File: src/rtl/audio_sample_gatherer_if.sv
// Sample-side and packet-side signals of the HDMI audio sample gatherer.
// With AUDIO_GATHERER_OVERFLOW_COUNT_EN defined, the overflow counter signals are added.
interface audio_sample_gatherer_if;
    // sample_valid/sample_ready: a stereo sample transfers on a rising clk_pixel edge
    // where both are high; the source holds word and bits stable until that edge.
    logic                   sample_valid;
    logic                   sample_ready;
    logic [1:0][23:0]       sample_word;
    logic [1:0]             sample_valid_bit;
    logic [1:0]             sample_user_bit;

    logic                   packet_load;
    logic                   audio_available;
    logic [7:0]             frame_counter;
    logic [3:0][1:0][23:0]  audio_sample_word;
    logic [3:0][1:0]        valid_bit;
    logic [3:0][1:0]        user_data_bit;
    logic [3:0]             audio_sample_word_present;

`ifdef AUDIO_GATHERER_OVERFLOW_COUNT_EN
    logic                   overflow_clear;
    logic [15:0]            overflow_count;
`endif

    modport master (
`ifdef AUDIO_GATHERER_OVERFLOW_COUNT_EN
        output overflow_clear,
        input  overflow_count,
`endif
        output sample_valid,
        input  sample_ready,
        output sample_word,
        output sample_valid_bit,
        output sample_user_bit,
        output packet_load,
        input  audio_available,
        input  frame_counter,
        input  audio_sample_word,
        input  valid_bit,
        input  user_data_bit,
        input  audio_sample_word_present
    );

    modport slave (
`ifdef AUDIO_GATHERER_OVERFLOW_COUNT_EN
        input  overflow_clear,
        output overflow_count,
`endif
        input  sample_valid,
        output sample_ready,
        input  sample_word,
        input  sample_valid_bit,
        input  sample_user_bit,
        input  packet_load,
        output audio_available,
        output frame_counter,
        output audio_sample_word,
        output valid_bit,
        output user_data_bit,
        output audio_sample_word_present
    );
endinterface

File: src/rtl/audio_sample_gatherer.sv
// Stereo L-PCM sample FIFO feeding HDMI audio sample packets, with IEC 60958 frame tracking.
// Optional macro AUDIO_GATHERER_OVERFLOW_COUNT_EN adds a saturating overflow counter.
module audio_sample_gatherer #(
    parameter int FIFO_DEPTH  = 8,
    parameter int MAX_SAMPLES = 4
) (
    input  logic                    clk_pixel,
    input  logic                    reset_n,
    audio_sample_gatherer_if.slave  bus
);
    localparam int         AW      = $clog2(FIFO_DEPTH);
    localparam logic [AW:0] DEPTH_N = (AW + 1)'(FIFO_DEPTH);
    localparam logic [AW:0] MAX_N   = (AW + 1)'(MAX_SAMPLES);
    localparam logic [8:0]  FRAMES  = 9'd192;

    logic [1:0][23:0]      r_word_mem [FIFO_DEPTH];
    logic [1:0]            r_vbit_mem [FIFO_DEPTH];
    logic [1:0]            r_ubit_mem [FIFO_DEPTH];

    logic [AW:0]           r_wr_ptr;
    logic [AW:0]           r_rd_ptr;
    logic [7:0]            r_running;
    logic [7:0]            r_frame;
    logic [3:0][1:0][23:0] r_slot_word;
    logic [3:0][1:0]       r_slot_vbit;
    logic [3:0][1:0]       r_slot_ubit;
    logic [3:0]            r_present;

    logic [AW:0]           w_count;
    logic                  w_full;
    logic                  w_push;
    logic [AW:0]           w_n;
    logic [8:0]            w_sum;
    logic [8:0]            w_running_next;
    logic [3:0]            w_take;
    logic [AW-1:0]         w_rd_idx [4];

    // Pointer difference with the wrap bit gives occupancy 0..FIFO_DEPTH.
    assign w_count = r_wr_ptr - r_rd_ptr;
    assign w_full  = (w_count == DEPTH_N);
    assign w_push  = bus.sample_valid && !w_full;
    assign w_n     = (w_count < MAX_N) ? w_count : MAX_N;

    // Running frame index wraps at the 192-frame IEC block boundary.
    assign w_sum          = {1'b0, r_running} + 9'(w_n);
    assign w_running_next = (w_sum >= FRAMES) ? (w_sum - FRAMES) : w_sum;

    always_comb begin
        w_take = '0;
        for (int i = 0; i < 4; i++) begin
            w_take[i]   = ((AW + 1)'(i) < w_n);
            w_rd_idx[i] = r_rd_ptr[AW-1:0] + AW'(i);
        end
    end

    always_ff @(posedge clk_pixel) begin
        if (w_push) begin
            r_word_mem[r_wr_ptr[AW-1:0]] <= bus.sample_word;
            r_vbit_mem[r_wr_ptr[AW-1:0]] <= bus.sample_valid_bit;
            r_ubit_mem[r_wr_ptr[AW-1:0]] <= bus.sample_user_bit;
        end
    end

    always_ff @(posedge clk_pixel or negedge reset_n) begin
        if (!reset_n) begin
            r_wr_ptr    <= '0;
            r_rd_ptr    <= '0;
            r_running   <= '0;
            r_frame     <= '0;
            r_slot_word <= '0;
            r_slot_vbit <= '0;
            r_slot_ubit <= '0;
            r_present   <= '0;
        end else begin
            if (w_push) begin
                r_wr_ptr <= r_wr_ptr + (AW + 1)'(1);
            end
            if (bus.packet_load) begin
                r_rd_ptr  <= r_rd_ptr + w_n;
                r_frame   <= r_running;
                r_running <= w_running_next[7:0];
                r_present <= w_take;
                // Absent slots are zeroed so the packet stage can ignore them blindly.
                for (int i = 0; i < 4; i++) begin
                    if (w_take[i]) begin
                        r_slot_word[i] <= r_word_mem[w_rd_idx[i]];
                        r_slot_vbit[i] <= r_vbit_mem[w_rd_idx[i]];
                        r_slot_ubit[i] <= r_ubit_mem[w_rd_idx[i]];
                    end else begin
                        r_slot_word[i] <= '0;
                        r_slot_vbit[i] <= '0;
                        r_slot_ubit[i] <= '0;
                    end
                end
            end
        end
    end

    assign bus.sample_ready              = !w_full;
    assign bus.audio_available           = (w_count != '0);
    assign bus.frame_counter             = r_frame;
    assign bus.audio_sample_word         = r_slot_word;
    assign bus.valid_bit                 = r_slot_vbit;
    assign bus.user_data_bit             = r_slot_ubit;
    assign bus.audio_sample_word_present = r_present;

`ifdef AUDIO_GATHERER_OVERFLOW_COUNT_EN
    logic [15:0] r_ovf_count;

    // Clear has priority over a same-cycle overflow.
    always_ff @(posedge clk_pixel or negedge reset_n) begin
        if (!reset_n) begin
            r_ovf_count <= '0;
        end else if (bus.overflow_clear) begin
            r_ovf_count <= '0;
        end else if (bus.sample_valid && w_full && (r_ovf_count != 16'hFFFF)) begin
            r_ovf_count <= r_ovf_count + 16'd1;
        end
    end

    assign bus.overflow_count = r_ovf_count;
`endif
endmodule

File: src/flat_wrapper.sv
// flat-port wrapper written by rule: the top's interface ports become plain ports
module audio_sample_gatherer_flat 
#(
    parameter int FIFO_DEPTH  = 8,
    parameter int MAX_SAMPLES = 4
)
  (clk_pixel, reset_n, bus_sample_valid, bus_sample_ready, bus_sample_word, bus_sample_valid_bit, bus_sample_user_bit, bus_packet_load, bus_audio_available, bus_frame_counter, bus_audio_sample_word, bus_valid_bit, bus_user_data_bit, bus_audio_sample_word_present);
  audio_sample_gatherer_if bus_i ();
  input  logic clk_pixel;
  input  logic reset_n;
  input wire logic [$bits(bus_i.sample_valid)-1:0] bus_sample_valid;
  output wire logic [$bits(bus_i.sample_ready)-1:0] bus_sample_ready;
  input wire logic [$bits(bus_i.sample_word)-1:0] bus_sample_word;
  input wire logic [$bits(bus_i.sample_valid_bit)-1:0] bus_sample_valid_bit;
  input wire logic [$bits(bus_i.sample_user_bit)-1:0] bus_sample_user_bit;
  input wire logic [$bits(bus_i.packet_load)-1:0] bus_packet_load;
  output wire logic [$bits(bus_i.audio_available)-1:0] bus_audio_available;
  output wire logic [$bits(bus_i.frame_counter)-1:0] bus_frame_counter;
  output wire logic [$bits(bus_i.audio_sample_word)-1:0] bus_audio_sample_word;
  output wire logic [$bits(bus_i.valid_bit)-1:0] bus_valid_bit;
  output wire logic [$bits(bus_i.user_data_bit)-1:0] bus_user_data_bit;
  output wire logic [$bits(bus_i.audio_sample_word_present)-1:0] bus_audio_sample_word_present;
  assign bus_i.sample_valid = bus_sample_valid;
  assign bus_sample_ready = bus_i.sample_ready;
  assign bus_i.sample_word = bus_sample_word;
  assign bus_i.sample_valid_bit = bus_sample_valid_bit;
  assign bus_i.sample_user_bit = bus_sample_user_bit;
  assign bus_i.packet_load = bus_packet_load;
  assign bus_audio_available = bus_i.audio_available;
  assign bus_frame_counter = bus_i.frame_counter;
  assign bus_audio_sample_word = bus_i.audio_sample_word;
  assign bus_valid_bit = bus_i.valid_bit;
  assign bus_user_data_bit = bus_i.user_data_bit;
  assign bus_audio_sample_word_present = bus_i.audio_sample_word_present;
  audio_sample_gatherer #(.FIFO_DEPTH(FIFO_DEPTH), .MAX_SAMPLES(MAX_SAMPLES)) u_core (.clk_pixel(clk_pixel), .reset_n(reset_n), .bus(bus_i));
endmodule
File: config.mk
export PLATFORM = sky130hd
export DESIGN_NAME = audio_sample_gatherer_flat
export DESIGN_NICKNAME = d
export VERILOG_FILES = /design/src/rtl/audio_sample_gatherer_if.sv /design/src/rtl/audio_sample_gatherer.sv /design/src/flat_wrapper.sv
export SDC_FILE = /design/constraint.sdc
export NUM_CORES = 1
export LEC_CHECK = 0
export BUFFER_PORTS_ARGS = -buffer_cell sky130_fd_sc_hd__buf_4
export CAP_MARGIN = 20
export CORE_UTILIZATION = 35
export CTS_BUF_LIST = sky130_fd_sc_hd__clkbuf_4
export DETAILED_ROUTE_END_ITERATION = 16
export PLACE_DENSITY_LB_ADDON = 0.2
export SLEW_MARGIN = 20
export SYNTH_ARGS = -nofsm -noshare
export SYNTH_HDL_FRONTEND = slang
export SYNTH_SLANG_ARGS = --single-unit
File: constraint.sdc
create_clock -name clk_pixel -period 27.3 [get_ports clk_pixel]
set_clock_uncertainty 0.2 [all_clocks]
set_input_delay 5.46 -clock clk_pixel [delete_from_list [all_inputs] [get_ports clk_pixel]]
set_output_delay 5.46 -clock clk_pixel [all_outputs]
set_load 0.005 [all_outputs]
==> out/qor.txt <==
Clock Latency Late Sink: 1060 ps
top cells by area in the synthesized netlist: edfxtp_1 (37%), mux4_2 (27%), dfrtp_1 (17%)
Core Rows: 114
I/O Pins: 278
Synth Net Count: 2249
Finish-stage setup viols: 0
highest clock rate: 0.101 GHz
share of cell area taken by muxes after synthesis: 0.325
cell accounting for the most synthesized area: edfxtp_1
gate count after technology mapping: 2178
Total Nets Final: 2560
number of flops mapped to enable cells by yosys: 416
via count: 21667
drt total wl: 96.4 mm
total of warnings raised by yosys: 0
via count of the first global-routing pass: 22250
syn avg cell area: 15.6 µm²
total power per unit cell area: 131 nW/µm²
sequential share of the synthesized area: 0.540
signal arrival time at the worst endpoint: 4210 ps
worst hold slack: 307 ps
CTS hold repair buffers: 0
Worst slew margin: 0.280
setup TNS: 0 ps
share of post-route cells with drive strength above 1: 0.398
dpl cell area: 37400 µm²
async set-or-reset flop fraction in the synthesized netlist: 0.362
total overflow reported by the global router: 0
count of buffers from port buffering: 277
number of synthesized register bits: 652
dominant combinational cell family by area after synthesis: multiplexers
post-route setup slack: 17430 ps
unrepaired setup endpoints after global routing: false
minimum clock period after layout: 9870 ps
Initial Utilization: 0.353
global-route total usage across every layer: 0.195
worst-case vdd ir drop: 88.1 µV
number of antenna-violating nets in the routed design: 0
Post-Place Worst Slack: 18210 ps
number of detailed-route iterations in the first pass: 5
Die X-Extent: 314 µm
Fin. Hold Viols: 0
post-CTS clock slew at the launch and capture registers of the worst setup and hold paths: 70 ps
share of the cycle needed by the critical path after routing: 0.362
Final Wtd Congestion: 0.794
number of max-capacitance violations reported: 0
adder-cell area share of the yosys netlist: 0.00624
maximum number of pins on one net before global-route repair: 160
clock tree from TritonCTS: done
count of routing violations after the opening detailed-route iteration: 1650
commonest cells after routing, fill and taps aside: mux4_2 (416), edfxtp_1 (416), buf_4 (311)
count of buffers added by post-CTS timing repair for setup: 0
TritonCTS Buffers: 170
worst min-delay path class: reg2reg
average wire length per cell after detail routing: 24.6 µm
required time reported for the critical path endpoint: 21640 ps
type of element launching the critical path: register
overall die area: 98600 µm²
detailed placer's ending HPWL: 59.4 mm
share of the synthesized area in the top cell type: 0.367
via density per instance: 5.53
Max Slew Vio Count: 0
Synth Flop Type: edfxtp_1
global-route wire length before repair: 142 mm
number of distinct library cells after synthesis: 47
type of element capturing the critical path: output port
area of the core: 96600 µm²
number of filler instances in the final layout: 8782
CTS Sinks: 652
cell area after synthesis: 34100 µm²
number of levels the H-tree was split into: 4
area of all placed cells without fillers: 39800 µm²
overall power after layout: 5.20 mW
Layout area overhead: 16.7%
xor-xnor portion of the synthesized cell area: 0.00437
path type of the worst setup path: reg2out
maximum fanout count along the critical path: 66
number of remaining DRC errors: 0
Die Span Y: 314 µm
share of the synthesized area in compound gates (AO/OA/AOI/OAI): 0.0448
leakage power summed over all cells: 15.4 nW
maximum root-to-sink buffer count: 3
cell chosen for the clock root: clkbuf_4
Resize count post-CTS: 0
actual transition at the worst max-transition pin: 1080 ps
simple-gate portion of the synthesized area: 0.0305
R2R setup slack: 20980 ps
number of antenna violations at the first check in global routing: 15
result of the run: completed
final timing paths:
check | start | end | cells past startpoint
min reg2reg | u_core.r_wr_ptr[3]$_DFFE_PN0P_ | u_core.r_wr_ptr[3]$_DFFE_PN0P_ | 1
min | u_core.r_wr_ptr[3]$_DFFE_PN0P_ | u_core.r_wr_ptr[3]$_DFFE_PN0P_ | 1
max | u_core.r_rd_ptr[2]$_DFFE_PN0P_ | bus_sample_ready | 6
max in group asynchronous | reset_n | u_core.bus.audio_sample_word[35]$_DFFE_PN0P_ | 2
min in group asynchronous | reset_n | u_core.bus.user_data_bit[2]$_DFFE_PN0P_ | 1
max reg2reg | u_core.r_rd_ptr[2]$_DFFE_PN0P_ | u_core.r_running[7]$_DFFE_PN0P_ | 21
cell families (layout without fill, tap and decap cells):
family / count (synthesis) / count (layout)
compound gates: 240 / 240
xor+xnor: 17 / 17
fa+ha+maj: 16 / 16
buf+inv: 408 / 865
flops: 652 / 652
mux: 585 / 585
other cells: 1 / 10
simple gates: 259 / 259
worst max-delay path: stages (launching register included):
cell and delay, ps:
dfrtp_4 680, inv_6 690, ha_1 380, o21a_1 120, o21ai_0 590, nand3_1 400
buf_4 260
registers in the layout (all words and copies together), names as in the netlist, named ones only:
| name | flops |
|---|---|
| u_core.bus.audio_sample_word | 192 |
| u_core.bus.audio_sample_word_present | 4 |
| u_core.bus.frame_counter | 8 |
| u_core.bus.user_data_bit | 8 |
| u_core.bus.valid_bit | 8 |
| u_core.r_rd_ptr | 3 |
| u_core.r_running | 8 |
| u_core.r_ubit_mem | 16 |
| u_core.r_vbit_mem | 16 |
| u_core.r_word_mem | 384 |
| u_core.r_wr_ptr | 4 |
through the flow:
step | std cells | utilization
after floorplan | 2178 | -
final | 3920 | 0.412
after global placement | 3590 | 0.387
after CTS | 3909 | 0.411
after detailed placement | 3591 | 0.387
after global routing | 3920 | 0.412
synthesized netlist by cell type, types with 2 or more instances:
cell	instances
edfxtp_1	416
mux4_2	416
dfrtp_1	236
inv_1	226
nand2_1	221
o22ai_1	210
mux2i_1	157
clkbuf_1	76
buf_2	62
buf_1	31
ha_1	13
xnor2_1	13
mux2_2	12
a21oi_1	8
nor2_1	8
nand3_1	7
o21ai_0	7
buf_6	6
nor3_1	6
buf_4	4
xor2_1	4
nor2b_1	3
nor3b_1	3
a211oi_1	2
a31oi_1	2
and3_1	2
fa_1	2
inv_2	2
nor4_1	2
o21a_1	2
o21ai_4	2
or3_1	2
per-layer routing:
layer  share of wire  GRT usage
met5          0.0011          0
met4           0.028     0.0788
met3           0.069     0.0478
met2            0.50      0.325
met1            0.40      0.245
final cells by class:
class | instances | area [µm²] | area share
repair buffers | 319 | 2500 | 0.0628
diodes | 9 | 22.5 | 0.000566
flip-flops and latches | 652 | 18400 | 0.463
clock inverters | 68 | 404 | 0.0102
inverters | 228 | 862 | 0.0217
multi-input cells | 1118 | 14100 | 0.355
clock buffers | 250 | 1880 | 0.0472
well taps | 1276 | 1600 | 0.0401
power by group:
group	total [mW]	switching, mW	internal, mW	leakage (nW)
registers	1.60	0.250	1.35	6.68
logic	2.73	1.40	1.34	7.34
clock network	0.866	0.412	0.454	1.34
(Power assumes the default switching activity.)
